## config.mk

```make
export PLATFORM = sky130hd
export DESIGN_NAME = activation_sequencer
export DESIGN_NICKNAME = d
export VERILOG_FILES = /design/src/rtl/activation_sequencer.sv
export SDC_FILE = /design/constraint.sdc
export NUM_CORES = 1
export LEC_CHECK = 0
export CORE_ASPECT_RATIO = 0.7
export CORE_MARGIN = 2
export CORE_UTILIZATION = 53
export DETAILED_ROUTE_END_ITERATION = 10
export PLACE_DENSITY = 0.84
export SYNTH_ARGS = -nofsm -noshare
export SYNTH_HDL_FRONTEND = slang
export SYNTH_SLANG_ARGS = --single-unit
```

## constraint.sdc

```tcl
create_clock -name clk -period 2.1 [get_ports clk]
set_input_delay 0.21 -clock clk [delete_from_list [all_inputs] [get_ports clk]]
set_output_delay 0.21 -clock clk [all_outputs]
set_load 0.02 [all_outputs]
```

## src/rtl/activation_sequencer.sv

```systemverilog
// Buffers one DESIGN_SIZE-row tile from the matmul stream and bursts it gap-free
// into the activation block. Activated rows are then written out to output memory.
module activation_sequencer #(
  parameter int unsigned DESIGN_SIZE   = 4,
  parameter int unsigned DWIDTH        = 8,
  parameter int unsigned MASK_WIDTH    = 4,
  parameter int unsigned ADDR_WIDTH    = 10,
  parameter int unsigned DRAIN_TIMEOUT = 8
) (
  input  logic                          clk,
  input  logic                          reset,
  input  logic                          start,
  input  logic                          abort,
  input  logic                          cfg_enable,
  input  logic                          cfg_type,
  input  logic [MASK_WIDTH-1:0]         cfg_mask,
  input  logic [ADDR_WIDTH-1:0]         cfg_base_addr,
  input  logic                          up_valid,
  input  logic [DESIGN_SIZE*DWIDTH-1:0] up_data,
  output logic                          up_ready,
  output logic                          act_enable,
  output logic                          act_type,
  output logic [MASK_WIDTH-1:0]         act_mask,
  output logic                          act_in_data_available,
  output logic [DESIGN_SIZE*DWIDTH-1:0] act_inp_data,
  input  logic                          act_out_data_available,
  input  logic [DESIGN_SIZE*DWIDTH-1:0] act_out_data,
  output logic                          wr_en,
  output logic [ADDR_WIDTH-1:0]         wr_addr,
  output logic [DESIGN_SIZE*DWIDTH-1:0] wr_data,
  output logic                          busy,
  output logic                          done,
  output logic                          err_timeout
);

  localparam int unsigned RowW = DESIGN_SIZE * DWIDTH;
  localparam int unsigned CntW = $clog2(DESIGN_SIZE + 1);
  localparam int unsigned IdxW = (DESIGN_SIZE > 1) ? $clog2(DESIGN_SIZE) : 1;
  localparam int unsigned TmrW = $clog2(DESIGN_SIZE + DRAIN_TIMEOUT + 2) + 1;
  localparam logic [CntW-1:0] CntMax   = CntW'(DESIGN_SIZE);
  localparam logic [CntW-1:0] CntLast  = CntW'(DESIGN_SIZE - 1);
  localparam logic [TmrW-1:0] TmrLimit = TmrW'(DESIGN_SIZE + DRAIN_TIMEOUT);

  typedef enum logic [2:0] {StIdle, StCollect, StBurst, StDrain, StFin} state_e;

  state_e                state_q;
  logic [RowW-1:0]       buffer_q [DESIGN_SIZE];
  logic [CntW-1:0]       in_cnt_q;
  logic [CntW-1:0]       rd_cnt_q;
  logic [CntW-1:0]       out_cnt_q;
  logic [TmrW-1:0]       tmr_q;
  logic [ADDR_WIDTH-1:0] base_q;
  logic                  in_fire;
  logic                  out_fire;

  assign up_ready = (state_q == StCollect) && (in_cnt_q < CntMax);
  assign in_fire  = up_valid && up_ready;
  assign busy     = (state_q != StIdle);
  // Outputs can already arrive during the burst (bypass/ReLU), so count them there too.
  assign out_fire = act_out_data_available && (out_cnt_q < CntMax) &&
                    ((state_q == StBurst) || (state_q == StDrain));

  always_ff @(posedge clk or negedge reset) begin
    if (!reset) begin
      state_q               <= StIdle;
      in_cnt_q              <= '0;
      rd_cnt_q              <= '0;
      out_cnt_q             <= '0;
      tmr_q                 <= '0;
      base_q                <= '0;
      act_enable            <= 1'b0;
      act_type              <= 1'b0;
      act_mask              <= '0;
      act_in_data_available <= 1'b0;
      act_inp_data          <= '0;
      wr_en                 <= 1'b0;
      wr_addr               <= '0;
      wr_data               <= '0;
      done                  <= 1'b0;
      err_timeout           <= 1'b0;
      for (int unsigned i = 0; i < DESIGN_SIZE; i++) buffer_q[i] <= '0;
    end else begin
      act_in_data_available <= 1'b0;
      wr_en                 <= 1'b0;
      done                  <= 1'b0;
      if (abort) begin
        // Abort beats every transition, including a start in IDLE; err_timeout is kept.
        state_q    <= StIdle;
        in_cnt_q   <= '0;
        rd_cnt_q   <= '0;
        out_cnt_q  <= '0;
        tmr_q      <= '0;
        act_enable <= 1'b0;
        act_type   <= 1'b0;
        act_mask   <= '0;
        for (int unsigned i = 0; i < DESIGN_SIZE; i++) buffer_q[i] <= '0;
      end else begin
        if (out_fire) begin
          wr_en     <= 1'b1;
          wr_data   <= act_out_data;
          wr_addr   <= base_q + ADDR_WIDTH'(out_cnt_q);
          out_cnt_q <= out_cnt_q + 1'b1;
        end
        case (state_q)
          StIdle: begin
            if (start) begin
              act_enable  <= cfg_enable;
              act_type    <= cfg_type;
              act_mask    <= cfg_mask;
              base_q      <= cfg_base_addr;
              err_timeout <= 1'b0;
              state_q     <= StCollect;
            end
          end
          StCollect: begin
            if (in_fire) begin
              buffer_q[in_cnt_q[IdxW-1:0]] <= up_data;
              in_cnt_q                     <= in_cnt_q + 1'b1;
              if (in_cnt_q == CntLast) begin
                state_q <= StBurst;
                tmr_q   <= '0;
              end
            end
          end
          StBurst: begin
            act_in_data_available <= 1'b1;
            act_inp_data          <= buffer_q[rd_cnt_q[IdxW-1:0]];
            rd_cnt_q              <= rd_cnt_q + 1'b1;
            tmr_q                 <= tmr_q + 1'b1;
            if (rd_cnt_q == CntLast) state_q <= StDrain;
          end
          StDrain: begin
            tmr_q <= tmr_q + 1'b1;
            if ((out_fire && (out_cnt_q == CntLast)) || (out_cnt_q == CntMax)) begin
              state_q <= StFin;
              done    <= 1'b1;
            end else if (tmr_q > TmrLimit) begin
              err_timeout <= 1'b1;
              state_q     <= StFin;
              done        <= 1'b1;
            end
          end
          StFin: begin
            state_q    <= StIdle;
            in_cnt_q   <= '0;
            rd_cnt_q   <= '0;
            out_cnt_q  <= '0;
            tmr_q      <= '0;
            act_enable <= 1'b0;
            act_type   <= 1'b0;
            act_mask   <= '0;
            for (int unsigned i = 0; i < DESIGN_SIZE; i++) buffer_q[i] <= '0;
          end
          default: state_q <= StIdle;
        endcase
      end
    end
  end

endmodule

```

# --- After elaboration in Yosys (flattened, before gate mapping) ---
# Index checks and enable logic that the tools add are counted.
totals:
  in_bits: 86
  output_inout_bits: 86
  register_bits: 239
  wordCells: 125
classes:
  n_bitwise: 3
  n_lt_le_gt_ge: 6
  addsub: 5
  n_mux: 50
  eq_ne: 16
  n_reduce_logical: 25
op_table:
  columns: ["cell", "n"]
  rows:
  - ["$mux W128", 2]
  - ["$pmux W128 S2", 1]
  - ["$bwmux W128", 1]
  - ["$mux W32", 3]
  - ["$bmux W32 S2", 1]
  - ["$demux W32 S2", 1]
  - ["$mux W3", 13]
  - ["$eq A3 B2 Y1 const B", 5]
  - ["$mux W1", 15]
  - ["$mux W5", 3]
  - ["$pmux W5 S3", 1]
  - ["$reduce_bool A3 Y1", 5]
  - ["$pmux W3 S2", 2]
  - ["$pmux W3 S4", 1]
  - ["$add A10 B3 Y10", 1]
  - ["$reduce_and A5 Y1", 2]
  - ["$add A3 B1 Y3 const B", 3]
  - ["$mux W4", 2]
  - ["$pmux W4 S2", 1]
  - ["$reduce_and A2 Y1", 4]
  - ["$eq A3 B3 Y1 const B", 2]
  - ["$ge A3 B3 Y1 const B", 2]
  - ["$logic_and A1 B1 Y1", 6]
  - ["$lt A3 B3 Y1 const B", 2]
  - ["other kinds (18)", 26]

# --- Longest topological paths before layout ---
# Gate-level depths: netlist (run 1).
logic_depth:
  word_depth: 9
  ltp_mapped: 7

# --- Least setup slack after synthesis (run 1) ---
# No wires, ideal clock.
synth_path:
  kind: "reg2reg"
  from: "register state_q[2]"
  to: "register act_inp_data[10]"
  arrival_ns: 1.622
  slack_ns: 0.353
  path_stages_with_launch: 6
  required_time_ns: 1.975
  path_buffers: 2
  setup_time_ns: 0.125
  cell_sequence: "dfrtp_1 buf_2 or3b_1 nor2_4 buf_4 mux2_2"
synth_via:
  elab_chain_len: 2
synth_rtl:
  columns: ["item", "line", "text"]
  rows:
  - ["start, declared", "46", "state_e state_q;"]
  - ["start signal, assigned", "65", "state_q <= StIdle;"]
  - ["start signal, assigned", "88", "state_q <= StIdle;"]
  - ["start signal, assigned", "112", "state_q <= StCollect;"]
  - ["$eq A3 B2 Y1", "104", "case (state_q)"]
  - ["$reduce_and A2 Y1 (no line)", null, null]
  - ["end signal, assigned", "127", "act_inp_data <= buffer_q[rd_cnt_q[IdxW-1:0]];"]
  - ["end, declared", "25", "output logic [DESIGN_SIZE*DWIDTH-1:0] act_inp_data,"]
# No other way between the ends.
# A chain may end at the register's enable or synchronous reset.

# --- Worst setup path after layout (run 1) ---
layout_path:
  from: "register state_q[1]"
  to: "output port busy"
layout_via:
  elab_chain_len: 1
layout_rtl:
  columns: ["item", "line", "text"]
  rows:
  - ["$reduce_bool A3 Y1", "58", "assign busy = (state_q != StIdle);"]
  - ["end, declared", "31", "output logic busy,"]
# No other way between the ends.

==> results of run 1 <==
## sequential cells by signal, indices dropped and copies added (netlist names)
register,flops
act_enable,1
act_in_data_available,1
act_inp_data,32
act_mask,4
act_type,1
base_q,10
buffer_q,128
done,1
err_timeout,1
in_cnt_q,3
out_cnt_q,3
rd_cnt_q,3
state_q,3
tmr_q,5
wr_addr,10
wr_data,32
wr_en,1
## worst max-delay path, stage by stage (launching register included)
cell           delay, ps
dfrtp_1              400
buf_4                180
or3_1                360
dlygate4sd2_1        330
## routing by layer
metal / up-vias / track usage, % / routed length [um]
met5: - / 0 / 0
met4: 0 / 6.833 / 559
met3: 44 / 3.066 / 1088
met2: 232 / 39.08 / 11940
met1: 3944 / 36.71 / 11070
li1: 3652 / - / -
## metrics by stage
| step | hold slack, ps | instances | util [%] | setup slack [ps] | power [mW] |
|---|---|---|---|---|---|
| after floorplan | -85.59 | 944 | - | 353.0 | 5.115 |
| after global placement | 239.9 | 1348 | 66.77 | 92.81 | 5.544 |
| after detailed placement | 243.9 | 1348 | 66.77 | 34.87 | 5.563 |
| after CTS | 226.7 | 1382 | 70.22 | 95.24 | 9.273 |
| after global routing | 235.6 | 1382 | 70.22 | 38.46 | 9.551 |
| final | 235.7 | 1382 | 70.22 | 112.7 | 9.212 |
## kinds of logic after synthesis
logic type,Yosys count
AND/OR/NAND/NOR,337
multiplexers,75
XOR/XNOR,8
flip-flops,239
buffers and inverters,86
AO/OA/AOI/OAI,183
adder cells (fa/ha/maj),16
## report_power, final
group | internal [mW] | leakage [nW] | switching (mW)
logic | 0.348 | 2.35 | 0.366
clock network | 2.08 | 0.318 | 1.65
registers | 4.69 | 3.30 | 0.0722
## worst max-delay path by stage
stage | startpoint | end | slack (ps) | cells past startpoint
2_1_floorplan | state_q[2] | act_inp_data[10] | 350 | 5
6_report | state_q[1] | busy | 110 | 3
5_1_grt | state_q[1] | busy | 40 | 3
3_3_place_gp | abort | act_inp_data[15] | 90 | 5
4_1_cts | state_q[1] | busy | 100 | 3
3_5_place_dp | abort | act_inp_data[19] | 30 | 5
## cells in the mapped netlist, drive strengths merged, types with 4 or more instances
library cell,count,share of area [%]
nand3,136,6.6
o211ai,6,0.63
o21ai,150,7.2
nor2b,4,0.24
dfrtp,239,58
ha,15,1.8
buf,38,1.9
nor2,17,0.69
a21oi,6,0.32
nand2,159,5.7
a31oi,4,0.24
xor2,5,0.42
clkbuf,31,1.1
mux4,32,6.9
mux2,42,4.5
inv,16,0.58
## cell type report
cell class | instances | area [sq um] | area share (%)
clock inverter | 3 | 17.52 | 0.1308
sequential | 239 | 5983 | 44.67
clock buffer | 30 | 631.9 | 4.717
tap | 264 | 330.3 | 2.466
inverter | 17 | 63.81 | 0.4764
timing repair buffer | 210 | 2285 | 17.06
multi-input combinational | 619 | 4083 | 30.48
## what timing repair did
action / 4_1_cts / 5_1_grt
hold buffers: 1 / 0
setup endpoints to repair: 2 / 0
endpoints found under the hold margin: 69 / 0
gates resized for setup: 2 / 0
==> results.sh, run 1 <==
export IMPL_die_x_um=171.4
export IMPL_finalSetupViolCount=0
export IMPL_worstPathArrival_ps=1780
export IMPL_h_tree_depth=1
export IMPL_max_freq_ghz=0.5032
export IMPL_syn_instance_count=944
export IMPL_cap_violations=0
export IMPL_async_flop_share_pct=100.0
export IMPL_wl_per_cell_um=17.84
export IMPL_grt_max_degree=78
export IMPL_fill_cells=1321
export IMPL_rows=42
export IMPL_first_pass_iters=5
export IMPL_finalWirelength_um=24650
export IMPL_clock_sinks=239
export IMPL_reg2reg_from="state_q[2]"
export IMPL_syn_nets=1046
export IMPL_dp_hpwl_um=16370
export IMPL_synthAdderAreaFrac_pct=1.997
export IMPL_synth_mux_area_fraction_pct=11.58
export IMPL_synthXorXnorAreaFrac_pct=0.6738
export IMPL_min_path_type="in -> reg"
export IMPL_layout_drive_gt1_share_pct=13.95
export IMPL_via_per_inst=5.696
export IMPL_cts_root_buf="clkbuf_16"
export IMPL_ys_dominant_reg_cell="dfrtp_1"
export IMPL_netlist_area_sq_mm=0.01040
export IMPL_grt_antenna_before_repair=0
export IMPL_layout_nets=1212
export IMPL_rsz0062_at_grt="false"
export IMPL_dieArea_sq_mm=0.02078
export IMPL_finalSetupTns_ps=0
export IMPL_ys_types=51
export IMPL_worstHoldStart="act_out_data[17]"
export IMPL_r2r_end="act_inp_data[2]"
export IMPL_drt_iter0_markers=767
export IMPL_design_area_sq_mm=0.01339
export IMPL_post_cts_buffers=0
export IMPL_place_congestion=0.8191
export IMPL_clkLatencyLatePin_ps=500
export IMPL_tightestPinTransition_ps=653.2
export IMPL_maxSlewViolCount=0
export IMPL_power_density_mw_per_mm2=687.7
export IMPL_synth_compound_area_share_pct=9.698
export IMPL_grt_pass1_vias=8000
export IMPL_reg2reg_depth=4
export IMPL_grt_overflow_total=0
export IMPL_io_buffers=171
export IMPL_ys_seq_area_share_pct=57.51
export IMPL_finalHoldViolCount=0
export IMPL_synth_area_per_cell_sq_um=11.02
export IMPL_rrSetupSlack_ps=200
export IMPL_cts_reportedPaths_clkPinSlew_ps=60
export IMPL_ys_ff_latch=239
export IMPL_antenna_left=0
export IMPL_crit_required_ps=1890
export IMPL_route_detailed_drc=0
export IMPL_hold_end="wr_data[17]"
export IMPL_cp_start_kind="register"
export IMPL_synthToLayoutAreaGrowth_pct=28.81
export IMPL_start_util_pct=54.51
export IMPL_grt_pass1_wl_um=41100
export IMPL_diodes=0
export IMPL_mostFrequentLayoutCell="dfrtp_1"
export IMPL_ir_worst_vdd_mv=0.4922
export IMPL_vias=7872
export IMPL_num_io_pins=172
export IMPL_critPathMaxFanout=12
export IMPL_clk_path_buf_depth=3
export IMPL_core_sq_mm=0.01908
export IMPL_clock_skew_final_ps=8.750
export IMPL_slew_headroom_pct=56.45
export IMPL_numCtsBuffers=23
export IMPL_place_area_sq_mm=0.01274
export IMPL_fin_crit_ps=1987
export IMPL_p_leak_nw=5.969
export IMPL_yosysWarnings=0
export IMPL_fp_dieH_um=121.2
export IMPL_hold_depth=3
export IMPL_track_usage_pct=24.77
export IMPL_synth_top_family_by_area="simple AND/OR/NAND/NOR gates"
export IMPL_final_cell_mix="dfrtp_1 (237), clkdlybuf4s50_1 (168), nand2_1 (159)"
export IMPL_fin_crit_sh_pct=94.63
export IMPL_yosys_area_share_simple_pct=14.91
export IMPL_path_class="reg -> out"
export IMPL_synth_edf_count=0
export IMPL_status="finished, final reports clean"
export IMPL_critPathCaptureType="output port"
export IMPL_cts_tree="built"
(Power assumes the default switching activity.)
==> run 2, diff against run 1 <==
Settings changed: CAP_MARGIN from default to 20, TNS_END_PERCENT from default to 30.
Clock period 2.1 ns to 1.98 ns, I/O delays scaled along.
==> results.sh, run 2 (synthesis gave the netlist of run 1 again) <==
export IMPL_design_area_sq_mm=0.01362
export IMPL_fin_crit_ps=1920
export IMPL_rsz0062_at_grt="false"
export IMPL_cp_start_kind="register"
export IMPL_numCtsBuffers=24
export IMPL_via_per_inst=5.657
export IMPL_grt_use_met1_pct=35.75
export IMPL_top_register="buffer_q"
export IMPL_p_leak_nw=6.089
export IMPL_rrSetupSlack_ps=110
export IMPL_grt_pass1_wl_um=41280
export IMPL_first_pass_iters=5
export IMPL_layout_nets=1221
export IMPL_top_regs="buffer_q: 128 flops, act_inp_data: 32 flops, wr_data: 32 flops"
export IMPL_fill_cells=1312
export IMPL_core_sq_mm=0.01908
export IMPL_reg2reg_depth=4
export IMPL_vias=7925
export IMPL_h_tree_depth=1
export IMPL_max_freq_ghz=0.5208
export IMPL_place_area_sq_mm=0.01274
export IMPL_cap_violations=0
export IMPL_worstPathArrival_ps=1720
export IMPL_path_class="reg -> out"
export IMPL_largest_reg_flops=128
export IMPL_finalWirelength_um=25040
export IMPL_grt_antenna_before_repair=0
export IMPL_finalHoldViolCount=0
export IMPL_fp_dieH_um=121.2
export IMPL_pre_cts_ws_ps=0.05596
export IMPL_diodes=0
export IMPL_cts_root_buf="clkbuf_16"
export IMPL_route_detailed_drc=0
export IMPL_finalPower_mw=10.60
export IMPL_clk_path_buf_depth=3
export IMPL_use_met3_pct=3.718
export IMPL_r2r_end="in_cnt_q[0]"
export IMPL_clkLatencyLatePin_ps=520
export IMPL_maxSlewViolCount=0
export IMPL_dp_hpwl_um=16650
export IMPL_dieArea_sq_mm=0.02078
export IMPL_critPathCaptureType="output port"
export IMPL_p_int_mw=8.277
export IMPL_clock_sinks=239
export IMPL_final_cell_mix="dfrtp_1 (234), clkdlybuf4s50_1 (168), nand2_1 (159)"
export IMPL_io_buffers=171
export IMPL_grt_pass1_vias=8092
export IMPL_die_x_um=171.4
export IMPL_place_congestion=0.8381
export IMPL_grt_overflow_total=0
export IMPL_p_comb_share_pct=7.1
export IMPL_synthToLayoutAreaGrowth_pct=30.95
export IMPL_reg2reg_from="state_q[0]"
export IMPL_cts_reportedPaths_clkPinSlew_ps=60
export IMPL_grt_max_degree=91
export IMPL_finalSetupTns_ps=0
export IMPL_antenna_left=0
export IMPL_start_util_pct=54.51
export IMPL_use_met2_pct=40.11
export IMPL_drt_iter0_markers=737
export IMPL_wl_per_cell_um=17.87
export IMPL_cts_tree="built"
export IMPL_status="finished, final reports clean"
export IMPL_dp_cells=1354
export IMPL_pwr_share_clk_pct=45.2
export IMPL_crit_required_ps=1780
export IMPL_fin_cells=1401
export IMPL_tightestPinTransition_ps=664.7
export IMPL_finalWorstSetupSlack_ps=60.01
export IMPL_switching_share_pct=21.95
export IMPL_slew_headroom_pct=55.22
export IMPL_layout_drive_gt1_share_pct=15.57
export IMPL_power_density_mw_per_mm2=778.7
export IMPL_rows=42
export IMPL_critPathMaxFanout=8
export IMPL_fin_crit_sh_pct=96.97
export IMPL_holdWs_ps=153.5
export IMPL_seqPwrFrac_pct=47.7
export IMPL_ir_worst_vdd_mv=0.4913
export IMPL_finalSetupViolCount=0
export IMPL_num_io_pins=172
export IMPL_min_path_type="in -> async"
export IMPL_clock_skew_final_ps=24.22
export IMPL_mostFrequentLayoutCell="dfrtp_1"
export IMPL_track_usage_pct=24.90
export IMPL_p_switching_mw=2.327
export IMPL_post_route_util_pct=71.38
export IMPL_top_usage_layer="met2"
-- run 2: timing repair --
item,in CTS,in global routing
setup endpoints to repair,2,5
hold buffers,1,0
setup buffers,0,2
gates resized for setup,4,3
endpoints found under the hold margin,239,0
-- run 2: worst max path at each step --
stage                       startpoint                to
after CTS                   state_q[2]              busy
after global placement           abort   act_inp_data[0]
after detailed placement         abort     buffer_q[113]
final                       state_q[2]              busy
after floorplan             state_q[2]  act_inp_data[10]
after global routing      out_cnt_q[0]        wr_addr[6]
-- run 2: per-layer routing --
layer  vias to the layer above  part of all wire [%]
met3                        51                   4.7
met2                       219                    49
met5                         -                     0
li1                       3683                     -
met1                      3972                    44
met4                         0                   2.4
-- run 2: area by class of cell --
type	count	area, sq um	share of cell area [%]
clock buffers	38	734.5	5.394
clock inverters	6	108.9	0.7994
inverters	17	63.81	0.4686
multi-input cells	619	4088	30.02
flip-flops and latches	239	5987	43.97
well taps	264	330.3	2.426
repair buffers	218	2305	16.93
-- run 2: worst max-delay path, stage by stage (launching register included) --
cell and delay (ps):
dfrtp_2 470, or3_1 390, dlygate4sd2_1 340
-- run 2: power by group through the flow --
| stage | logic, mW | clock network [mW] | registers (mW) |
|---|---|---|---|
| global route | 0.825 | 5.09 | 5.07 |
| detailed placement | 0.751 | 0 | 5.14 |
| CTS | 0.757 | 4.86 | 5.05 |
| finish | 0.751 | 4.79 | 5.06 |
| global placement | 0.736 | 0 | 5.14 |
| floorplan | 0.284 | 0 | 5.14 |
